File: src/rtl/mem_arbiter_if.sv
`default_nettype none
// ============================================================================
// Module      : mem_arbiter_if
// Description : Requester and memory-side signal bundle for mem_arbiter.
// Revision    : 1.0 - initial release
// ============================================================================
interface mem_arbiter_if #(
    parameter int N_REQ  = 2,
    parameter int CTRL_W = 4,
    parameter int WORD_W = 32
);
    logic [N_REQ-1:0]          req;
    logic [N_REQ*CTRL_W-1:0]   req_ctrl;
    logic [N_REQ*WORD_W-1:0]   req_addr;
    logic [N_REQ*WORD_W-1:0]   req_din;
    logic [N_REQ-1:0]          lock;
    logic [N_REQ-1:0]          ready;
    logic [WORD_W-1:0]         rdata;
    logic [$clog2(N_REQ)-1:0]  gnt_id;
    logic                      busy;
    logic [CTRL_W-1:0]         mem_ctrl;
    logic [WORD_W-1:0]         mem_addr;
    logic [WORD_W-1:0]         mem_din;
    logic [WORD_W-1:0]         mem_dout;

    modport slave (
        input  req, req_ctrl, req_addr, req_din, lock, mem_dout,
        output ready, rdata, gnt_id, busy, mem_ctrl, mem_addr, mem_din
    );

    modport master (
        output req, req_ctrl, req_addr, req_din, lock, mem_dout,
        input  ready, rdata, gnt_id, busy, mem_ctrl, mem_addr, mem_din
    );
endinterface
`default_nettype wire

File: src/rtl/mem_arbiter.sv
`default_nettype none
// ============================================================================
// Module      : mem_arbiter
// Description : Round-robin arbiter sharing one fixed-latency memory port;
//               optional grant lock for atomic RMW when MEM_ARB_LOCK_EN is defined.
// Revision    : 1.0 - initial release
// ============================================================================
module mem_arbiter #(
    parameter int N_REQ       = 2,
    parameter int MEM_LATENCY = 1,
    parameter int CTRL_W      = 4,
    parameter int WORD_W      = 32
) (
    input  logic          clk,
    input  logic          rst,
    mem_arbiter_if.slave  bus
);
    localparam int                  c_ID_W  = $clog2(N_REQ);
    localparam int                  c_CNT_W = $clog2(MEM_LATENCY + 1);
    localparam logic [c_CNT_W-1:0]  c_LAST  = c_CNT_W'(MEM_LATENCY);
    localparam logic [c_ID_W:0]     c_N     = (c_ID_W + 1)'(N_REQ);

    typedef enum logic [0:0] {
        S_IDLE   = 1'b0,
        S_ACCESS = 1'b1
    } state_t;

    state_t               r_state, w_state_nxt;
    logic [c_ID_W-1:0]    r_rr, w_rr_nxt;
    logic [c_ID_W-1:0]    r_gnt, w_gnt_nxt;
    logic [c_CNT_W-1:0]   r_cnt, w_cnt_nxt;
    logic                 r_busy, w_busy_nxt;
    logic                 r_relock, w_relock_nxt;
    logic [CTRL_W-1:0]    r_mem_ctrl, w_mem_ctrl_nxt;
    logic [WORD_W-1:0]    r_mem_addr, w_mem_addr_nxt;
    logic [WORD_W-1:0]    r_mem_din, w_mem_din_nxt;

    logic [2*N_REQ-1:0]   w_req_dbl;
    logic [N_REQ-1:0]     w_req_rot;
    logic [c_ID_W-1:0]    w_off;
    logic [c_ID_W:0]      w_sum;
    logic [c_ID_W-1:0]    w_rr_winner;
    logic [c_ID_W-1:0]    w_winner;
    logic                 w_any;
    logic                 w_hold;
    logic                 w_lock_sel;
    logic                 w_done;
    logic [CTRL_W-1:0]    w_sel_ctrl;
    logic [WORD_W-1:0]    w_sel_addr;
    logic [WORD_W-1:0]    w_sel_din;

`ifdef MEM_ARB_LOCK_EN
    assign w_lock_sel = bus.lock[r_gnt];
`else
    logic w_lock_unused;
    assign w_lock_sel    = 1'b0;
    assign w_lock_unused = ^bus.lock;
`endif

    // Rotate so bit k of w_req_rot is requester (rr+1+k) mod N_REQ.
    assign w_req_dbl = {bus.req, bus.req} >> ({1'b0, r_rr} + (c_ID_W + 1)'(1));
    assign w_req_rot = w_req_dbl[N_REQ-1:0];
    assign w_any     = |bus.req;

    always_comb begin
        w_off = '0;
        for (int i = N_REQ - 1; i >= 0; i--) begin
            if (w_req_rot[i]) w_off = c_ID_W'(i);
        end
    end

    assign w_sum       = {1'b0, r_rr} + {1'b0, w_off} + (c_ID_W + 1)'(1);
    assign w_rr_winner = (w_sum >= c_N) ? c_ID_W'(w_sum - c_N) : c_ID_W'(w_sum);
    assign w_hold      = r_relock & bus.req[r_gnt];
    assign w_winner    = w_hold ? r_gnt : w_rr_winner;

    always_comb begin
        w_sel_ctrl = '0;
        w_sel_addr = '0;
        w_sel_din  = '0;
        for (int i = 0; i < N_REQ; i++) begin
            if (w_winner == c_ID_W'(i)) begin
                w_sel_ctrl = bus.req_ctrl[i*CTRL_W +: CTRL_W];
                w_sel_addr = bus.req_addr[i*WORD_W +: WORD_W];
                w_sel_din  = bus.req_din[i*WORD_W +: WORD_W];
            end
        end
    end

    assign w_done = (r_state == S_ACCESS) && (r_cnt == c_LAST);

    always_comb begin
        w_state_nxt    = r_state;
        w_rr_nxt       = r_rr;
        w_gnt_nxt      = r_gnt;
        w_cnt_nxt      = r_cnt;
        w_busy_nxt     = r_busy;
        w_relock_nxt   = r_relock;
        w_mem_ctrl_nxt = r_mem_ctrl;
        w_mem_addr_nxt = r_mem_addr;
        w_mem_din_nxt  = r_mem_din;
        case (r_state)
            S_IDLE: begin
                w_relock_nxt   = 1'b0;
                w_mem_ctrl_nxt = '0;
                w_mem_addr_nxt = '0;
                w_mem_din_nxt  = '0;
                if (w_any) begin
                    w_state_nxt    = S_ACCESS;
                    w_gnt_nxt      = w_winner;
                    w_cnt_nxt      = '0;
                    w_busy_nxt     = 1'b1;
                    w_mem_ctrl_nxt = w_sel_ctrl;
                    w_mem_addr_nxt = w_sel_addr;
                    w_mem_din_nxt  = w_sel_din;
                    // A locked re-grant does not advance the fairness pointer.
                    if (!w_hold) w_rr_nxt = w_winner;
                end
            end
            S_ACCESS: begin
                if (w_done) begin
                    w_state_nxt    = S_IDLE;
                    w_busy_nxt     = 1'b0;
                    w_mem_ctrl_nxt = '0;
                    w_mem_addr_nxt = '0;
                    w_mem_din_nxt  = '0;
                    w_relock_nxt   = w_lock_sel & bus.req[r_gnt];
                end else begin
                    w_cnt_nxt = r_cnt + c_CNT_W'(1);
                end
            end
            default: w_state_nxt = S_IDLE;
        endcase
    end

    always_ff @(posedge clk or posedge rst) begin
        if (rst) begin
            r_state    <= S_IDLE;
            r_rr       <= c_ID_W'(N_REQ - 1);
            r_gnt      <= '0;
            r_cnt      <= '0;
            r_busy     <= 1'b0;
            r_relock   <= 1'b0;
            r_mem_ctrl <= '0;
            r_mem_addr <= '0;
            r_mem_din  <= '0;
        end else begin
            r_state    <= w_state_nxt;
            r_rr       <= w_rr_nxt;
            r_gnt      <= w_gnt_nxt;
            r_cnt      <= w_cnt_nxt;
            r_busy     <= w_busy_nxt;
            r_relock   <= w_relock_nxt;
            r_mem_ctrl <= w_mem_ctrl_nxt;
            r_mem_addr <= w_mem_addr_nxt;
            r_mem_din  <= w_mem_din_nxt;
        end
    end

    assign bus.ready    = w_done ? (N_REQ'(1) << r_gnt) : '0;
    assign bus.rdata    = w_done ? bus.mem_dout : '0;
    assign bus.gnt_id   = r_gnt;
    assign bus.busy     = r_busy;
    assign bus.mem_ctrl = r_mem_ctrl;
    assign bus.mem_addr = r_mem_addr;
    assign bus.mem_din  = r_mem_din;
endmodule
`default_nettype wire

File: src/flat_wrapper.sv
// flat-port wrapper written by rule: the top's interface ports become plain ports
module mem_arbiter_flat 
#(
    parameter int N_REQ       = 2,
    parameter int MEM_LATENCY = 1,
    parameter int CTRL_W      = 4,
    parameter int WORD_W      = 32
)
  (clk, rst, bus_req, bus_req_ctrl, bus_req_addr, bus_req_din, bus_lock, bus_mem_dout, bus_ready, bus_rdata, bus_gnt_id, bus_busy, bus_mem_ctrl, bus_mem_addr, bus_mem_din);
  mem_arbiter_if #(.N_REQ(N_REQ), .CTRL_W(CTRL_W), .WORD_W(WORD_W)) bus_i ();
  input  logic clk;
  input  logic rst;
  input wire logic [$bits(bus_i.req)-1:0] bus_req;
  input wire logic [$bits(bus_i.req_ctrl)-1:0] bus_req_ctrl;
  input wire logic [$bits(bus_i.req_addr)-1:0] bus_req_addr;
  input wire logic [$bits(bus_i.req_din)-1:0] bus_req_din;
  input wire logic [$bits(bus_i.lock)-1:0] bus_lock;
  input wire logic [$bits(bus_i.mem_dout)-1:0] bus_mem_dout;
  output wire logic [$bits(bus_i.ready)-1:0] bus_ready;
  output wire logic [$bits(bus_i.rdata)-1:0] bus_rdata;
  output wire logic [$bits(bus_i.gnt_id)-1:0] bus_gnt_id;
  output wire logic [$bits(bus_i.busy)-1:0] bus_busy;
  output wire logic [$bits(bus_i.mem_ctrl)-1:0] bus_mem_ctrl;
  output wire logic [$bits(bus_i.mem_addr)-1:0] bus_mem_addr;
  output wire logic [$bits(bus_i.mem_din)-1:0] bus_mem_din;
  assign bus_i.req = bus_req;
  assign bus_i.req_ctrl = bus_req_ctrl;
  assign bus_i.req_addr = bus_req_addr;
  assign bus_i.req_din = bus_req_din;
  assign bus_i.lock = bus_lock;
  assign bus_i.mem_dout = bus_mem_dout;
  assign bus_ready = bus_i.ready;
  assign bus_rdata = bus_i.rdata;
  assign bus_gnt_id = bus_i.gnt_id;
  assign bus_busy = bus_i.busy;
  assign bus_mem_ctrl = bus_i.mem_ctrl;
  assign bus_mem_addr = bus_i.mem_addr;
  assign bus_mem_din = bus_i.mem_din;
  mem_arbiter #(.N_REQ(N_REQ), .MEM_LATENCY(MEM_LATENCY), .CTRL_W(CTRL_W), .WORD_W(WORD_W)) u_core (.clk(clk), .rst(rst), .bus(bus_i));
endmodule
File: config.mk
export PLATFORM = sky130hd
export DESIGN_NAME = mem_arbiter_flat
export DESIGN_NICKNAME = d
export VERILOG_FILES = /design/src/rtl/mem_arbiter_if.sv /design/src/rtl/mem_arbiter.sv /design/src/flat_wrapper.sv
export SDC_FILE = /design/constraint.sdc
export NUM_CORES = 1
export LEC_CHECK = 0
export CELL_PAD_IN_SITES_DETAIL_PLACEMENT = 1
export CELL_PAD_IN_SITES_GLOBAL_PLACEMENT = 1
export CORE_UTILIZATION = 26
export CTS_BUF_LIST = sky130_fd_sc_hd__clkbuf_16
export DETAILED_ROUTE_END_ITERATION = 16
export GPL_TIMING_DRIVEN = 0
export PLACE_DENSITY_LB_ADDON = 0.1
export RECOVER_POWER = 25
export SYNTH_ARGS = -nofsm -noshare
export SYNTH_HDL_FRONTEND = slang
export SYNTH_SLANG_ARGS = --single-unit
File: constraint.sdc
create_clock -name clk -period 2.9 [get_ports clk]
set_clock_uncertainty 0.2 [all_clocks]
set_input_delay 0.58 -clock clk [delete_from_list [all_inputs] [get_ports clk]]
set_output_delay 0.58 -clock clk [all_outputs]
set_load 0.01 [all_outputs]
# [After elaboration in Yosys (flattened, before gate mapping)]
# Cells that the tools add are included.
[word_totals] wordCells=59 reg_bits=74 out_inout_bits=104 in_bits=174
[op_classes] order_cmp=2 shifts=2 n_bitwise=3 mux=29 eq_ne=3 n_reduce_logical=6 add_sub_neg=5
[ops] op="32-bit two-way mux" n=6
[ops] op="32-bit one-hot mux with 2 select lines" n=2
[ops] op="1-bit two-way mux" n=12
[ops] op="4-bit two-way mux" n=3
[ops] op="1-bit one-hot mux with 2 select lines" n=4
[ops] op="4-bit one-hot mux with 2 select lines" n=1
[ops] op="2-bit AND reduction" n=3
[ops] op="2-bit inequality test, second input constant" n=2
[ops] op="4-bit by 2-bit right shift with 2-bit output" n=1
[ops] op="3-bit AND reduction" n=1
[ops] op="1-bit by 1-bit adder with 2-bit output" n=1
[ops] op="1-bit by 1-bit adder with 2-bit output, second input constant" n=1
[ops] op="2-bit by 1-bit adder with 2-bit output, second input constant" n=1
[ops] op="2-bit greater-or-equal comparator, second input constant" n=1
[ops] op="1-bit by 2-bit < comparator with 1-bit output, second input constant" n=1
[ops] op="2-bit two-way mux" n=1
[ops] op="2-bit by 1-bit inequality test with 1-bit output, second input constant" n=1
[ops] op="1-bit NOT" n=2
[ops] op="2-bit OR reduction" n=1
[ops] op="1-bit by 1-bit << shifter with 2-bit output, first input constant" n=1
[ops] op="1-bit adder, second input constant" n=1
[ops] op="1-bit bitwise AND" n=1
[ops] op="1-bit logical AND" n=1
[ops] op="1-bit subtractor, second input constant" n=1

# [Depth between registers and ports, before layout]
# Gate-level depths: netlist (run 1).
[logic_depth] depth_word=12 depth_mapped=6 ltp_nobuf=3

# [Worst setup path before layout (run 1)]
# OpenSTA, ideal clock, no wires.
[synth_path] path_kind="input -> register" start="input port bus_req[0]" end="register u_core.r_mem_din[14] (netlist: u_core.bus.mem_din[14])" slack_ns=0.911 arrival_ns=1.663 setup_ns=0.126 required_time_ns=2.574 path_buffers=3 path_stages=5 cell_sequence="buf_2 > maj3_2 > buf_6 > buf_6 > a311o_1"
[synth_via] elab_chain_cells=11 elab_cells_between_ends=16 classes_between="add/sub (3); order compare (1); shift (1); mux (9); bitwise (1); reduce/logical (1)"
[synth_lines] element="from (decl)" line_no="flat_wrapper.sv:13" rtl="input wire logic [$bits(bus_i.req)-1:0] bus_req;"
[synth_lines] element="4-bit by 2-bit right shift with 2-bit output" line_no="mem_arbiter.sv:61" rtl="assign w_req_dbl = {bus.req, bus.req} >> ({1'b0, r_rr} + (c_ID_W + 1)'(1));"
[synth_lines] element="1-bit two-way mux (2 in series)" line_no="mem_arbiter.sv:68" rtl="if (w_req_rot[i]) w_off = c_ID_W'(i);"
[synth_lines] element="1-bit by 1-bit adder with 2-bit output" line_no="mem_arbiter.sv:72" rtl="assign w_sum = {1'b0, r_rr} + {1'b0, w_off} + (c_ID_W + 1)'(1);"
[synth_lines] element="2-bit by 1-bit adder with 2-bit output" line_no="mem_arbiter.sv:72"
[synth_lines] element="2-bit greater-or-equal comparator or 1-bit subtractor (tied branches)" line_no="mem_arbiter.sv:73" rtl="assign w_rr_winner = (w_sum >= c_N) ? c_ID_W'(w_sum - c_N) : c_ID_W'(w_sum);"
[synth_lines] element="1-bit two-way mux" line_no="mem_arbiter.sv:73"
[synth_lines] element="1-bit two-way mux" line_no="mem_arbiter.sv:75" rtl="assign w_winner = w_hold ? r_gnt : w_rr_winner;"
[synth_lines] element="32-bit two-way mux" line_no="mem_arbiter.sv:82" rtl="if (w_winner == c_ID_W'(i)) begin"
[synth_lines] element="32-bit two-way mux (*)" line_no="mem_arbiter.sv:108" rtl="if (w_any) begin"
[synth_lines] element="32-bit one-hot mux with 2 select lines (*)" line_no="mem_arbiter.sv:102" rtl="case (r_state)"
[synth_lines] element="to (signal assigned)" line_no="mem_arbiter.sv:156" rtl="r_mem_din <= w_mem_din_nxt;"
[synth_lines] element="to (decl)" line_no="mem_arbiter.sv:36" rtl="logic [WORD_W-1:0] r_mem_din, w_mem_din_nxt;"
# Every way passes the cells marked *; elsewhere a longest branch is shown, timed or not. The select of a mux whose other input is x is not followed.
# A chain may end at the register's enable or synchronous reset.

# [Worst setup path after layout (run 1)]
[layout_path] start="register u_core.r_state" end="output port bus_rdata[15]"
[layout_via] elab_chain_cells=2
[layout_lines] element="from (decl)" line_no="mem_arbiter.sv:28" rtl="state_t r_state, w_state_nxt;"
[layout_lines] element="from (signal assigned)" line_no="mem_arbiter.sv:148" rtl="r_state <= w_state_nxt;"
[layout_lines] element="1-bit logical AND" line_no="mem_arbiter.sv:90" rtl="assign w_done = (r_state == S_ACCESS) && (r_cnt == c_LAST);"
[layout_lines] element="32-bit two-way mux" line_no="mem_arbiter.sv:161" rtl="assign bus.rdata = w_done ? bus.mem_dout : '0;"
[layout_lines] element="to (decl)" line_no="flat_wrapper.sv:20" rtl="output wire logic [$bits(bus_i.rdata)-1:0] bus_rdata;"
# Every way passes these cells.

==> results of run 1 <==
[stage by stage]
step / util / hold slack [ns] / total power [uW] / TNS (ns)
floorplan: - / 0.331 / 3320 / 0
global placement: 0.457 / 0.278 / 5240 / -95.94
detailed placement: 0.459 / 0.300 / 5340 / 0
CTS: 0.479 / 0.314 / 6610 / 0
global route: 0.479 / 0.347 / 6920 / 0
finish: 0.479 / 0.314 / 6530 / 0
[repair_timing]
item                       in CTS  in global routing
resized for setup               1                  0
setup endpoints to repair      34                  0
hold buffers                    0                  0
[routing by layer]
metal | wire, um | global-route usage | up-vias
met5 | 0 | 0 | -
met4 | 567 | 0.0885 | 0
met3 | 1160 | 0.0532 | 33
met2 | 9210 | 0.383 | 177
met1 | 8290 | 0.276 | 2389
li1 | - | - | 2278
[cells in the mapped netlist (2+ instances only)]
cell and instances:
nand2b_1 2, nand2_1 2, buf_2 11, nor2_1 3
and2_1 68, and3_1 33, a311o_1 68, inv_1 69
buf_6 3, clkbuf_1 45, a21o_1 2, a2111oi_0 68
dfrtp_1 72
[state kept, by name, indices dropped and copies added, names as in the netlist]
| signal | cells |
|---|---|
| u_core.r_cnt | 1 |
| u_core.bus.busy | 1 |
| u_core.bus.mem_ctrl | 4 |
| u_core.bus.mem_din | 32 |
| u_core.bus.gnt_id | 1 |
| u_core.r_rr | 1 |
| u_core.bus.mem_addr | 32 |
| u_core.r_state | 1 |
[critical path, cell delays in order, from the launching register on]
cell             delay, ns
dfrtp_1               0.33
buf_4                 0.24
clkbuf_1              0.31
and3_1                0.23
clkdlybuf4s50_1       0.54
[power by group through the flow]
stage	Clock, uW	Sequential (uW)	Combinational [uW]
6_report	1230	1700	3590
5_1_grt	1300	1760	3860
4_1_cts	1260	1710	3640
3_5_place_dp	0	1720	3620
3_3_place_gp	0	1690	3540
2_1_floorplan	0	1880	1440
[cell usage in the layout (no fill, tap or decap), types with 3 or more instances in the layout]
master and instances:
a2111oi_0 68, dfrtp_1 72, buf_2 10, a311o_1 68, clkbuf_1 44, and3_1 33, buf_6 3, clkbuf_16 9
clkdlybuf4s50_1 273, nor2_1 3, and2_1 68, inv_1 69
[path summary, 6_finish.rpt]
kind | start | end | slack, ns | depth (start not counted)
worst max-delay path | u_core.r_state$_DFF_PP0_ | bus_rdata[15] | 0.12 | 4
worst min-delay path | u_core.bus.busy$_DFFE_PP0P_ | u_core.bus.busy$_DFFE_PP0P_ | 0.31 | 1
worst max register to register | u_core.r_state$_DFF_PP0_ | u_core.bus.mem_din[29]$_DFFE_PP0P_ | 0.69 | 6
worst min register to register | u_core.bus.busy$_DFFE_PP0P_ | u_core.bus.busy$_DFFE_PP0P_ | 0.31 | 1
max in group asynchronous | rst | u_core.r_rr$_DFFE_PP1P_ | 0.62 | 3
min in group asynchronous | rst | u_core.bus.mem_addr[16]$_DFFE_PP0P_ | 0.92 | 2
[layout make-up]
cell class | instances | area share
clock buffers | 9 | 0.0292
inverters | 70 | 0.0341
diodes | 1 | 0.000324
plain buffers | 58 | 0.0333
repair buffers | 275 | 0.359
flip-flops and latches | 73 | 0.237
clock inverters | 7 | 0.0123
multi-input cells | 252 | 0.260
well taps | 216 | 0.0350
[cell families after synthesis]
logic type,count (synthesis),synth area share
compound gates,141,0.301
buf+inv,129,0.120
simple gates,110,0.157
flops,73,0.420
fa+ha+maj,1,0.00259
==> qor.csv, run 1 <==
metric,value,unit
outcome,finished with violations,
violations,"capacitance limit, slew limit",
cts_tree,built,
slew_headroom,-0.00401,
sw_frac_of_total,0.379,
drt_wl_total,19.2,mm
cts_buffers,9,
yosysUniqueCellTypes,21,
postPlaceCellArea,7390,um2
finalHoldViolCount,0,
fin_nets,913,
drt_iter0_markers,164,
grt_max_degree,42,
rows,46,
yosys_warnings,0,
worstPathRequired,2.12,ns
synth_top_cell_by_area,dfrtp_1,
ys_ff_latch,73,
synthTopCellsByArea,"dfrtp_1, a311o_1, a2111oi_0",
cts_setup_buffers,0,
cts.clk_slew.worst_paths,0.06,ns
placed_cells,945,
finalMaxSlewViolations,33,
synth_edf_count,0,
antenna_found_initial,1,
fp.dieH,131,um
setup_violations,0,
fillers,1827,
rsz0062_at_grt,no,
area_delta_synth_final,77.3,%
fmax,360,MHz
drive_above_1_share,0.0484,
clk_latency,0.34,ns
gr-total-overflow,0,
clockPowerShare,0.189,
ir_worst_vdd,335,uV
synth_top_area_frac,0.414,
leakage,0.00328,uW
die_x,131,um
setup_slack,0.122,ns
hold_class,flop to flop,
track_usage,0.226,
min_period,2.78,ns
core_area,16100,um2
clock_sinks,73,
cp-end-kind,output port,
power_frac_comb,0.550,
htreeDepth,3,
vias,4877,
wl_per_cell,20.0,um
power.internal,4050,uW
p_per_area,846,nW/um2
viasPerCell,5.07,
finalCritPeriodShare,0.958,
async_flop_share,1.00,
regArea,1830,um2
synth.avg_cell_area,9.59,um2
multi_input_area,2000,um2
layout.cells.non_filler,961,
gp_congestion,0.778,
drtAntennaViolNets,0,
dieArea,17300,um2
post-route-drc-count,0,
synth_area,4350,um2
max-cap-violations,1,
io_buffer_count,274,
final_cell_area,7710,um2
synth_ff_type,dfrtp_1,
io_pins,278,
tightest_slew,1.50,ns
critPathKind,flop to output port,
cp-start-kind,flop,
p_switching,2480,uW
ys_seq_area_frac,0.420,
initial_core_util,0.270,
cp_max_fo,17,
syn-num-nets,628,
grt_pass1_vias,5587,
cts-root-buf,clkbuf_16,
p_seq_frac,0.261,
synth_cells,454,
cts_buffer_depth,2,
hpwlAfterDp,14.6,mm
grt_pass1_wl,30.9,mm
pre_cts_ws,0.0221,ns
dr.pass1.iters,5,
crit_arrival,2.00,ns
Note: power is estimated with default switching activity, not from simulation.
==> run 2, diff against run 1 <==
--- a/config.mk
+++ b/config.mk
@@ -5,6 +5,7 @@
 export SDC_FILE = /design/constraint.sdc
 export NUM_CORES = 1
 export LEC_CHECK = 0
+export CAP_MARGIN = 40
 export CELL_PAD_IN_SITES_DETAIL_PLACEMENT = 1
 export CELL_PAD_IN_SITES_GLOBAL_PLACEMENT = 1
 export CORE_UTILIZATION = 26
==> qor.csv, run 2 (synthesis results as in run 1) <==
metric,value,unit,change
slew_headroom,-0.00401,,unchanged
io_pins,278,,unchanged
post-route-drc-count,0,,unchanged
violations,"capacitance limit, slew limit",,unchanged
final_cell_mix,"clkdlybuf4s50_1, dfrtp_1, inv_1",,unchanged
hold_class,flop to flop,,unchanged
drt_iter0_markers,164,,unchanged
antenna_found_initial,1,,unchanged
fmax,360,MHz,unchanged
track_usage,0.226,,unchanged
hpwlAfterDp,14.6,mm,unchanged
ir_worst_vdd,335,uV,unchanged
cts_buffers,9,,unchanged
tightest_slew,1.50,ns,unchanged
cts_tree,built,,unchanged
wl_per_cell,20.0,um,unchanged
htreeDepth,3,,unchanged
cts-root-buf,clkbuf_16,,unchanged
p_per_area,846,nW/um2,unchanged
core_area,16100,um2,unchanged
clock_sinks,73,,unchanged
initial_core_util,0.270,,unchanged
fp.dieH,131,um,unchanged
grt_max_degree,42,,unchanged
rsz0062_at_grt,no,,unchanged
setup_violations,0,,unchanged
rows,46,,unchanged
die_x,131,um,unchanged
min_period,2.78,ns,unchanged
gr-total-overflow,0,,unchanged
finalHoldViolCount,0,,unchanged
cts.clk_slew.worst_paths,0.06,ns,about the same
drive_above_1_share,0.0484,,unchanged
io_buffer_count,274,,unchanged
layout_commonest_cell,clkdlybuf4s50_1,,unchanged
cts_buffer_depth,2,,unchanged
grt_pass1_vias,5587,,unchanged
cts.hold.buffers_added,0,,unchanged
dieArea,17300,um2,unchanged
postPlaceCellArea,7390,um2,unchanged
worstPathRequired,2.12,ns,about the same
clk_latency,0.34,ns,about the same
cp-start-kind,flop,,unchanged
drt_wl_total,19.2,mm,unchanged
whs,0.314,ns,unchanged
fin_nets,913,,unchanged
critPathKind,flop to output port,,unchanged
outcome,finished with violations,,unchanged
drtAntennaViolNets,0,,unchanged
vias,4877,,unchanged
leakage,0.00328,uW,unchanged
viasPerCell,5.07,,unchanged
crit_arrival,2.00,ns,about the same
finalMaxSlewViolations,33,,unchanged
cp-end-kind,output port,,unchanged
cp_max_fo,17,,unchanged
final_cell_area,7710,um2,unchanged
max-cap-violations,1,,unchanged
finalCritPeriodShare,0.958,,unchanged
dr.pass1.iters,5,,unchanged
grt_pass1_wl,30.9,mm,unchanged
gp_congestion,0.778,,unchanged
area_delta_synth_final,77.3,%,unchanged
[run 2: metal layers]
metal  up-vias  GRT usage  share of wire
met5         -          0              0
li1       2278          -              -
met2       177      0.383           0.48
met4         0     0.0885          0.029
met1      2389      0.276           0.43
met3        33     0.0532          0.060
[run 2: cell type report]
class / instances / area, um2
plain buffers: 58 / 256
clock inverters: 7 / 95.1
diodes: 1 / 2.50
well taps: 216 / 270
flip-flops and latches: 73 / 1830
multi-input cells: 252 / 2000
inverters: 70 / 263
clock buffers: 9 / 225
repair buffers: 275 / 2770
fillers: 1827 / 8400
[run 2: critical path, stage by stage (launching register included)]
cell             delay (ns)
dfrtp_1                0.33
buf_4                  0.24
clkbuf_1               0.31
and3_1                 0.23
clkdlybuf4s50_1        0.54
[run 2: final timing paths]
path	startpoint	end	slack, ns	cells after the start
worst max-delay path	u_core.r_state$_DFF_PP0_	bus_rdata[15]	0.12	4
worst min-delay path	u_core.bus.busy$_DFFE_PP0P_	u_core.bus.busy$_DFFE_PP0P_	0.31	1
worst max register to register	u_core.r_state$_DFF_PP0_	u_core.bus.mem_din[29]$_DFFE_PP0P_	0.69	6
worst min register to register	u_core.bus.busy$_DFFE_PP0P_	u_core.bus.busy$_DFFE_PP0P_	0.31	1
max in group asynchronous	rst	u_core.r_rr$_DFFE_PP1P_	0.62	3
min in group asynchronous	rst	u_core.bus.mem_addr[16]$_DFFE_PP0P_	0.92	2
[run 2: repair_timing]
| item | in CTS | in global routing |
|---|---|---|
| buffers inserted | 0 | 0 |
| setup endpoints to repair | 34 | 0 |
| gates resized for setup | 1 | 0 |
[run 2: stage by stage]
stage               total power [uW]  setup slack, ns   util  cells  setup TNS (ns)
CTS                             6610           0.0797  0.479    960               0
floorplan                       3320            0.268      -    454               0
global route                    6920           0.0313  0.479    961               0
global placement                5240            -1.33  0.457    944          -95.94
finish                          6530            0.122  0.479    961               0
detailed placement              5340           0.0221  0.459    945               0
[run 2: report_power, final]
| part | internal, uW | total (uW) | switching [uW] |
|---|---|---|---|
| logic | 1830 | 3590 | 1760 |
| registers | 1460 | 1700 | 242 |
| clock network | 754 | 1230 | 478 |
